===== config.mk =====
export PLATFORM = sky130hd
export DESIGN_NAME = cpld_iowr_decoder
export DESIGN_NICKNAME = d
export VERILOG_FILES = /design/src/rtl/cpld_ram_pkg.sv /design/src/rtl/cpld_sync.sv /design/src/rtl/cpld_iowr_decoder.sv
export SDC_FILE = /design/constraint.sdc
export NUM_CORES = 1
export LEC_CHECK = 0
export CAP_MARGIN = 20
export CORE_MARGIN = 4
export CORE_UTILIZATION = 35
export DETAILED_ROUTE_END_ITERATION = 10
export SETUP_SLACK_MARGIN = 0.15
export SYNTH_ARGS = -nofsm -noshare
export SYNTH_HDL_FRONTEND = slang
export SYNTH_SLANG_ARGS = --single-unit

===== constraint.sdc =====
create_clock -name clk -period 2.2 [get_ports clk]
set_input_delay 0.55 -clock clk [delete_from_list [all_inputs] [get_ports clk]]
set_output_delay 0.55 -clock clk [all_outputs]
set_load 0.005 [all_outputs]

===== src/rtl/cpld_ram_pkg.sv =====
// Shared definitions for the Z80 IO-write bank-select decoder.
// Holds the FSM encoding, default timing parameters and the select prefix.
// No logic; a saturating-count helper is provided for the write counter.
package cpld_ram_pkg;

    typedef enum logic [1:0] {
        ST_IDLE     = 2'd0,
        ST_QUAL     = 2'd1,
        ST_WAIT_REL = 2'd2,
        ST_BAD      = 2'd3
    } state_t;

    localparam int DEF_SYNC_STAGES = 2;
    localparam int DEF_QUAL_CYCLES = 3;

    // Data bits [7:6] must carry this prefix for a write to select a bank.
    localparam logic [1:0] SEL_PREFIX = 2'b11;

    // Increment that sticks at all-ones instead of wrapping.
    function automatic logic [7:0] sat_inc8(input logic [7:0] v);
        return (v == 8'hFF) ? v : v + 8'd1;
    endfunction

endpackage


===== src/rtl/cpld_sync.sv =====
// N-stage flop synchroniser for a single bit or a vector, synchronous reset value.
// Latency: STAGES rising edges from input to output.
// Backpressure: none; samples every cycle.
module cpld_sync #(
    parameter int              WIDTH   = 1,
    parameter int              STAGES  = 2,
    parameter logic [WIDTH-1:0] RST_VAL = '0
) (
    input  logic             clk,
    input  logic             reset,
    input  logic [WIDTH-1:0] d,
    output logic [WIDTH-1:0] q
);

    logic [STAGES-1:0][WIDTH-1:0] stg;

    // Shift chain: stage 0 takes the raw input, the last stage is the output.
    always_ff @(posedge clk) begin
        if (reset) begin
            stg <= {STAGES{RST_VAL}};
        end else begin
            stg <= {stg[STAGES-2:0], d};
        end
    end

    assign q = stg[STAGES-1];

endmodule


===== src/rtl/cpld_iowr_decoder.sv =====
// Decodes Z80 IO writes (A15 low) and latches a 6-bit RAM bank/scheme select.
// Latency: ramblock updates SYNC_STAGES+QUAL_CYCLES-1 edges after the qualify term is first sampled.
// Backpressure: none; ramblock_vld is a one-cycle pulse, at most one write accepted per IO cycle.
module cpld_iowr_decoder
    import cpld_ram_pkg::*;
#(
    parameter int SYNC_STAGES = DEF_SYNC_STAGES,
    parameter int QUAL_CYCLES = DEF_QUAL_CYCLES
) (
    input  logic       clk,
    input  logic       reset,
    input  logic       iorq_b,
    input  logic       wr_b,
    input  logic       adr15,
    input  logic [7:0] data,
    input  logic       busreset_b,
    output logic [5:0] ramblock,
    output logic       ramblock_vld,
    output logic [7:0] wr_count,
    output logic [1:0] state_o
);

    localparam logic [3:0] QUAL_LIM = 4'(QUAL_CYCLES);

    logic [2:0] strobes_s;
    logic [7:0] data_s;
    logic       busreset_b_s;
    logic       q;

    state_t     state;
    state_t     state_nxt;
    logic [3:0] qcnt;
    logic [3:0] qcnt_nxt;
    logic       complete;

    // Control strobes idle high; {iorq_b, wr_b, adr15}.
    cpld_sync #(.WIDTH(3), .STAGES(SYNC_STAGES), .RST_VAL(3'b111)) u_sync_strobes (
        .clk   (clk),
        .reset (reset),
        .d     ({iorq_b, wr_b, adr15}),
        .q     (strobes_s)
    );

    cpld_sync #(.WIDTH(8), .STAGES(SYNC_STAGES), .RST_VAL(8'h00)) u_sync_data (
        .clk   (clk),
        .reset (reset),
        .d     (data),
        .q     (data_s)
    );

    cpld_sync #(.WIDTH(1), .STAGES(SYNC_STAGES), .RST_VAL(1'b1)) u_sync_busreset (
        .clk   (clk),
        .reset (reset),
        .d     (busreset_b),
        .q     (busreset_b_s)
    );

    // IO write to the lower half of the IO space, all terms active-low.
    assign q = ~strobes_s[2] & ~strobes_s[1] & ~strobes_s[0];

    // State and qualify-counter register.
    always_ff @(posedge clk) begin
        if (reset) begin
            state <= ST_IDLE;
            qcnt  <= 4'd0;
        end else begin
            state <= state_nxt;
            qcnt  <= qcnt_nxt;
        end
    end

    // Next state: count consecutive qualify samples, fire once, then wait for release.
    always_comb begin
        state_nxt = state;
        qcnt_nxt  = qcnt;
        complete  = 1'b0;
        case (state)
            ST_IDLE: begin
                if (q) begin
                    state_nxt = ST_QUAL;
                    qcnt_nxt  = 4'd1;
                end
            end
            ST_QUAL: begin
                if (!q) begin
                    state_nxt = ST_IDLE;
                    qcnt_nxt  = 4'd0;
                end else if ((qcnt + 4'd1) == QUAL_LIM) begin
                    state_nxt = ST_WAIT_REL;
                    qcnt_nxt  = 4'd0;
                    complete  = 1'b1;
                end else begin
                    qcnt_nxt  = qcnt + 4'd1;
                end
            end
            ST_WAIT_REL: begin
                if (!q) begin
                    state_nxt = ST_IDLE;
                end
            end
            default: begin
                state_nxt = ST_IDLE;
                qcnt_nxt  = 4'd0;
            end
        endcase
        // Expansion-bus reset aborts any write in progress, including one completing now.
        if (!busreset_b_s) begin
            state_nxt = ST_IDLE;
            qcnt_nxt  = 4'd0;
            complete  = 1'b0;
        end
    end

    // Bank-select register, valid pulse and accepted-write counter.
    always_ff @(posedge clk) begin
        if (reset) begin
            ramblock     <= 6'd0;
            ramblock_vld <= 1'b0;
            wr_count     <= 8'd0;
        end else if (!busreset_b_s) begin
            ramblock     <= 6'd0;
            ramblock_vld <= 1'b0;
        end else begin
            ramblock_vld <= 1'b0;
            if (complete && (data_s[7:6] == SEL_PREFIX)) begin
                ramblock     <= data_s[5:0];
                ramblock_vld <= 1'b1;
                wr_count     <= sat_inc8(wr_count);
            end
        end
    end

    assign state_o = state;

endmodule


# Yosys cells after proc, flatten, opt, wreduce, memory -nomap -nowiden
# Cells that the tools add are included.
# totals
regBits	45
in_bits	14
output_inout_bits	17
word_cells	49
# classes
n_addsub	2
n_eq_ne	8
mux	14
bitwise_logic	8
n_reduce_logical	6
# op_table
op	n
$mux 4	3
$pmux 4 s3	1
$add 8x1->8 const B	1
$eq 8x8->1 const B	1
$mux 2	4
$not 1->1	6
$pmux 2 s3	1
$reduce_and 3->1	2
$mux 1	5
$add 4x1->4 const B	1
$eq 2x2->1 const B	2
$eq 4x2->1 const B	1
$ne 2x2->1 const B	2
$ne 3x3->1 const B	1
$and 1x1->1	2
$eq 2x1->1 const B	1
$logic_not 2->1	1
$reduce_and 2->1	1
$reduce_or 2->1	1
$logic_and 1x1->1	1

# Longest topological paths before layout
# depth
ltp_word	8
depth_mapped	7

# By module
# From an unflattened synthesis, not the netlist that was laid out.
# unflattened
hier_cells	186
hier_area_um2	1861.8
# modules_own_cells
module	n_inst	cells_each	area_each_um2	seq_area_each_um2
cpld_iowr_decoder	1	126	1104.8	420.4
cpld_sync (u_sync_data)	1	41	524.3	320.3
cpld_sync (u_sync_strobes)	1	15	180.2	120.1
cpld_sync (u_sync_busreset)	1	4	52.6	40.0

# Worst setup path after synthesis
# OpenSTA, ideal clock, no wires.
# synth_timing
path_type	register -> register
from	register qcnt[1]
to	register wr_count[5]
setup_time_ns	0.123
arrival_ns	1.719
setup_slack_ns	0.357
path_stages_with_launch	7
n_path_buf	0
cell_sequence	dfxtp_1 ha_1 and3_1 a31oi_4 nor3_4 nand4_1 mux2_1
# synth_via
elab_chain_len	8
# synth_rtl
item	line_no	rtl
start: declaration	cpld_iowr_decoder.sv:32	logic [3:0] qcnt;
start signal: assignment	cpld_iowr_decoder.sv:68	qcnt <= qcnt_nxt;
$add 4x1->4	cpld_iowr_decoder.sv:88	end else if ((qcnt + 4'd1) == QUAL_LIM) begin
$eq 4x2->1	cpld_iowr_decoder.sv:88	
$mux 1	cpld_iowr_decoder.sv:88	
$mux 1	cpld_iowr_decoder.sv:85	if (!q) begin
$mux 1	cpld_iowr_decoder.sv:77	case (state)
$mux 1	cpld_iowr_decoder.sv:107	if (!busreset_b_s) begin
$logic_and 1x1->1	cpld_iowr_decoder.sv:125	if (complete && (data_s[7:6] == SEL_PREFIX)) begin
$reduce_and 3->1 (no source line)	--	
end signal: assignment	cpld_iowr_decoder.sv:128	wr_count <= sat_inc8(wr_count);
end: declaration	cpld_iowr_decoder.sv:19	output logic [7:0] wr_count,
# Every way passes these cells.
# A chain may end at the register's enable or synchronous reset.

# Worst setup path in the final report
# layout_timing
from	register state[0], in the netlist state_o[0]
to	output port state_o[0]
# layout_rtl
item	line_no	rtl
start: declaration	cpld_iowr_decoder.sv:30	state_t state;
start signal: assignment	cpld_iowr_decoder.sv:67	state <= state_nxt;
end: declaration	cpld_iowr_decoder.sv:20	output logic [1:0] state_o
# No word-level cell between the ends.

==> flow_metrics.py <==
metrics = {
    "status": {
        "status": "complete, no violations",
    },
    "drt": {
        "antenna_left": 0,
        "dr.pass1.iters": 4,
        "vias_per_cell": 4.94,
        "vias": 1210,
        "drt-total-wl_um": 2990,
        "drt-initial-drc-count": 85,
        "wl_per_cell_um": 12.2,
        "drc": 0,
    },
    "synth": {
        "yosysMostFrequentCell": "dfxtp_1",
        "yosysWarnings": 0,
        "yosys.area_share.adder": 0.0222,
        "mappedNetlistArea_mm2": 0.00169,
        "synth_top_area_cell": "dfxtp_1",
        "synth_xor_area_frac": 0.0258,
        "synth_nets": 174,
        "yosys-top-cells-count": "45 x dfxtp_1, 19 x nor2_1, 16 x nor2b_1",
        "synth.top_cell.area_share": 0.532,
        "synth_area_per_cell_um2": 10.8,
        "synth_top_family_by_area": "simple AND/OR/NAND/NOR gates",
        "syn_inst": 157,
        "ys_types": 42,
        "synthArstFlopShare": 0,
        "synth.area.top_cells": "dfxtp_1 53%, nor2b_1 5.9%, mux2i_1 4.7%",
        "muxShareOfSynthArea": 0.0539,
        "synth_flop_cell": "dfxtp_1",
        "yosys.area_share.simple": 0.287,
        "synth-edff-count": 0,
        "yosysSeqAreaShare": 0.532,
        "synth_compound_area_frac": 0.0650,
        "ys_ff_latch": 45,
    },
    "min_path": {
        "hold_path_class": "reg -> reg",
    },
    "setup_path": {
        "cpMaxStageDelayCell": "clkdlybuf4s50_1",
        "crit_buf_inv": 1,
        "critical_path_class": "reg -> out",
        "path_max_fanout": 9,
        "path_cells": "clkdlybuf4s50_1",
        "endpoint_kind": "output port",
        "worstSetupStartpointType": "flip-flop",
        "arrival_ps": 1390,
        "required_ps": 1650,
        "slowest_delay_ps": 570,
        "crit_family": "buffers and inverters",
    },
    "pwr": {
        "ir_worst_vdd_v": 0.000377,
        "power.density_mw_per_mm2": 635,
        "leakagePower_nw": 0.762,
    },
    "sta": {
        "post-route-period-util": 0.881,
        "final_max_slew_viol_count": 0,
        "clock_skew_ps": 5.74,
        "hold_viol_final": 0,
        "fin_tns_setup_ps": 0,
        "fmax_mhz": 516,
        "tightest_slew_ps": 465,
        "finalSetupViolCount": 0,
        "finalCriticalPeriod_ps": 1940,
        "rsz0062_at_grt": "false",
        "slew_headroom": 0.690,
    },
    "cells_and_area": {
        "utilization": 0.458,
        "drive_above_1_share": 0.157,
        "synthToLayoutAreaGrowth_pct": 27.0,
        "n_antenna_cell": 0,
        "nets": 208,
        "nFillCells": 433,
    },
    "die": {
        "die_h_um": 77.6,
        "ios": 31,
        "initial_utilization": 0.361,
        "die_w_um": 77.6,
        "die_area_mm2": 0.00602,
        "core_mm2": 0.00469,
        "rows": 25,
    },
    "clock_tree": {
        "path_clk_slew_ps": 80,
        "clk_latency_ps": 290,
        "cts_root_buffer": "clkbuf_8",
        "cts_tree": "done",
        "cts_htree_levels": 2,
        "cts_buffers": 5,
        "clock_sinks": 45,
        "cts_buffer_depth": 2,
    },
    "global_routing": {
        "grt_pass1_vias": 1156,
        "grt_overflow": 0,
        "grt_pass1_wl_um": 5130,
        "grt_max_degree": 30,
        "grtUsageTotal": 0.107,
        "antenna_found_initial": 0,
    },
    "placed_design": {
        "place_congestion": 0.766,
        "post-dp-hpwl_um": 2200,
        "portBuffers": 30,
    },
    "job": {
        "drv_cap": 0,
    },
}
==> layout by cell type (no fill, tap or decap), types with 2 or more instances in the layout <==
cell and instances:
a31oi_1 2, nand2_1 4, ha_1 2, nor4_1 3, and4_1 2, or2_2 9, nand3_1 4, clkdlybuf4s50_1 30
a211oi_1 2, and3_1 3, clkbuf_8 5, buf_4 2, nor2_1 19, xnor2_1 4, nor2b_1 16, nand4_1 2
dfxtp_1 44, mux2i_1 8
==> cells by family (layout without fill, tap and decap cells) <==
group,Yosys count,after routing
compound gates,13,13
xor+xnor,5,5
fa+ha+maj,3,3
buf+inv,6,40
flops,45,45
mux,9,9
simple gates,76,76
==> area by class of cell <==
type	instances	area (µm²)	share of cell area
multi-input combinational	106	781	0.363
clock buffer	6	72.6	0.0337
tap	54	67.6	0.0314
sequential	45	902	0.419
clock inverter	1	8.76	0.00407
inverter	1	3.75	0.00175
timing repair buffer	32	315	0.147
==> final timing paths <==
kind	depth (start not counted)	end	slack [ps]	start
worst max-delay path	1	state_o[0]	260	state_o[0]
worst min-delay path	1	u_sync_strobes.q[0]	410	u_sync_strobes.stg[0]
worst max register to register	6	wr_count[5]	310	qcnt[0]
worst min register to register	1	u_sync_strobes.q[0]	410	u_sync_strobes.stg[0]
==> flip-flops by register name (all words and copies together) (netlist names) <==
register / flops
u_sync_data.stg: 8
state_o: 2
u_sync_busreset.q: 1
wr_count: 8
qcnt: 4
u_sync_busreset.stg: 1
ramblock_vld: 1
u_sync_strobes.q: 3
u_sync_data.q: 8
u_sync_strobes.stg: 3
ramblock: 6
==> what timing repair did <==
item	4_1_cts	5_1_grt
setup endpoints to repair	0	6
hold buffers	0	0
setup buffers	0	1
gates resized for setup	0	3
==> stage by stage <==
| step | power [mW] | hold WS [ps] | cells | setup WS (ps) | area [µm²] |
|---|---|---|---|---|---|
| CTS | 1.39 | 412 | 244 | 193 | 2130 |
| global route | 1.43 | 434 | 245 | 177 | 2150 |
| detailed placement | 0.913 | 393 | 237 | 210 | 2050 |
| global placement | 0.911 | 395 | 237 | 281 | 2050 |
| finish | 1.37 | 410 | 245 | 262 | 2150 |
| floorplan | 0.883 | 389 | 157 | 357 | 1690 |
==> power breakdown <==
group          switching, mW  internal [mW]
Combinational         0.0186         0.0333
Sequential           0.00583          0.834
Clock                  0.254          0.220
==> metal layers <==
layer / part of all wire / routed length [µm] / vias up / global-route usage
met1: 0.45 / 1330 / 571 / 0.122
li1: - / - / 609 / -
met5: 0 / 0 / - / 0
met2: 0.49 / 1460 / 24 / 0.179
met4: 0.024 / 71 / 0 / 0.0534
met3: 0.041 / 124 / 6 / 0.0348
Power figures use the tool's default switching activity.
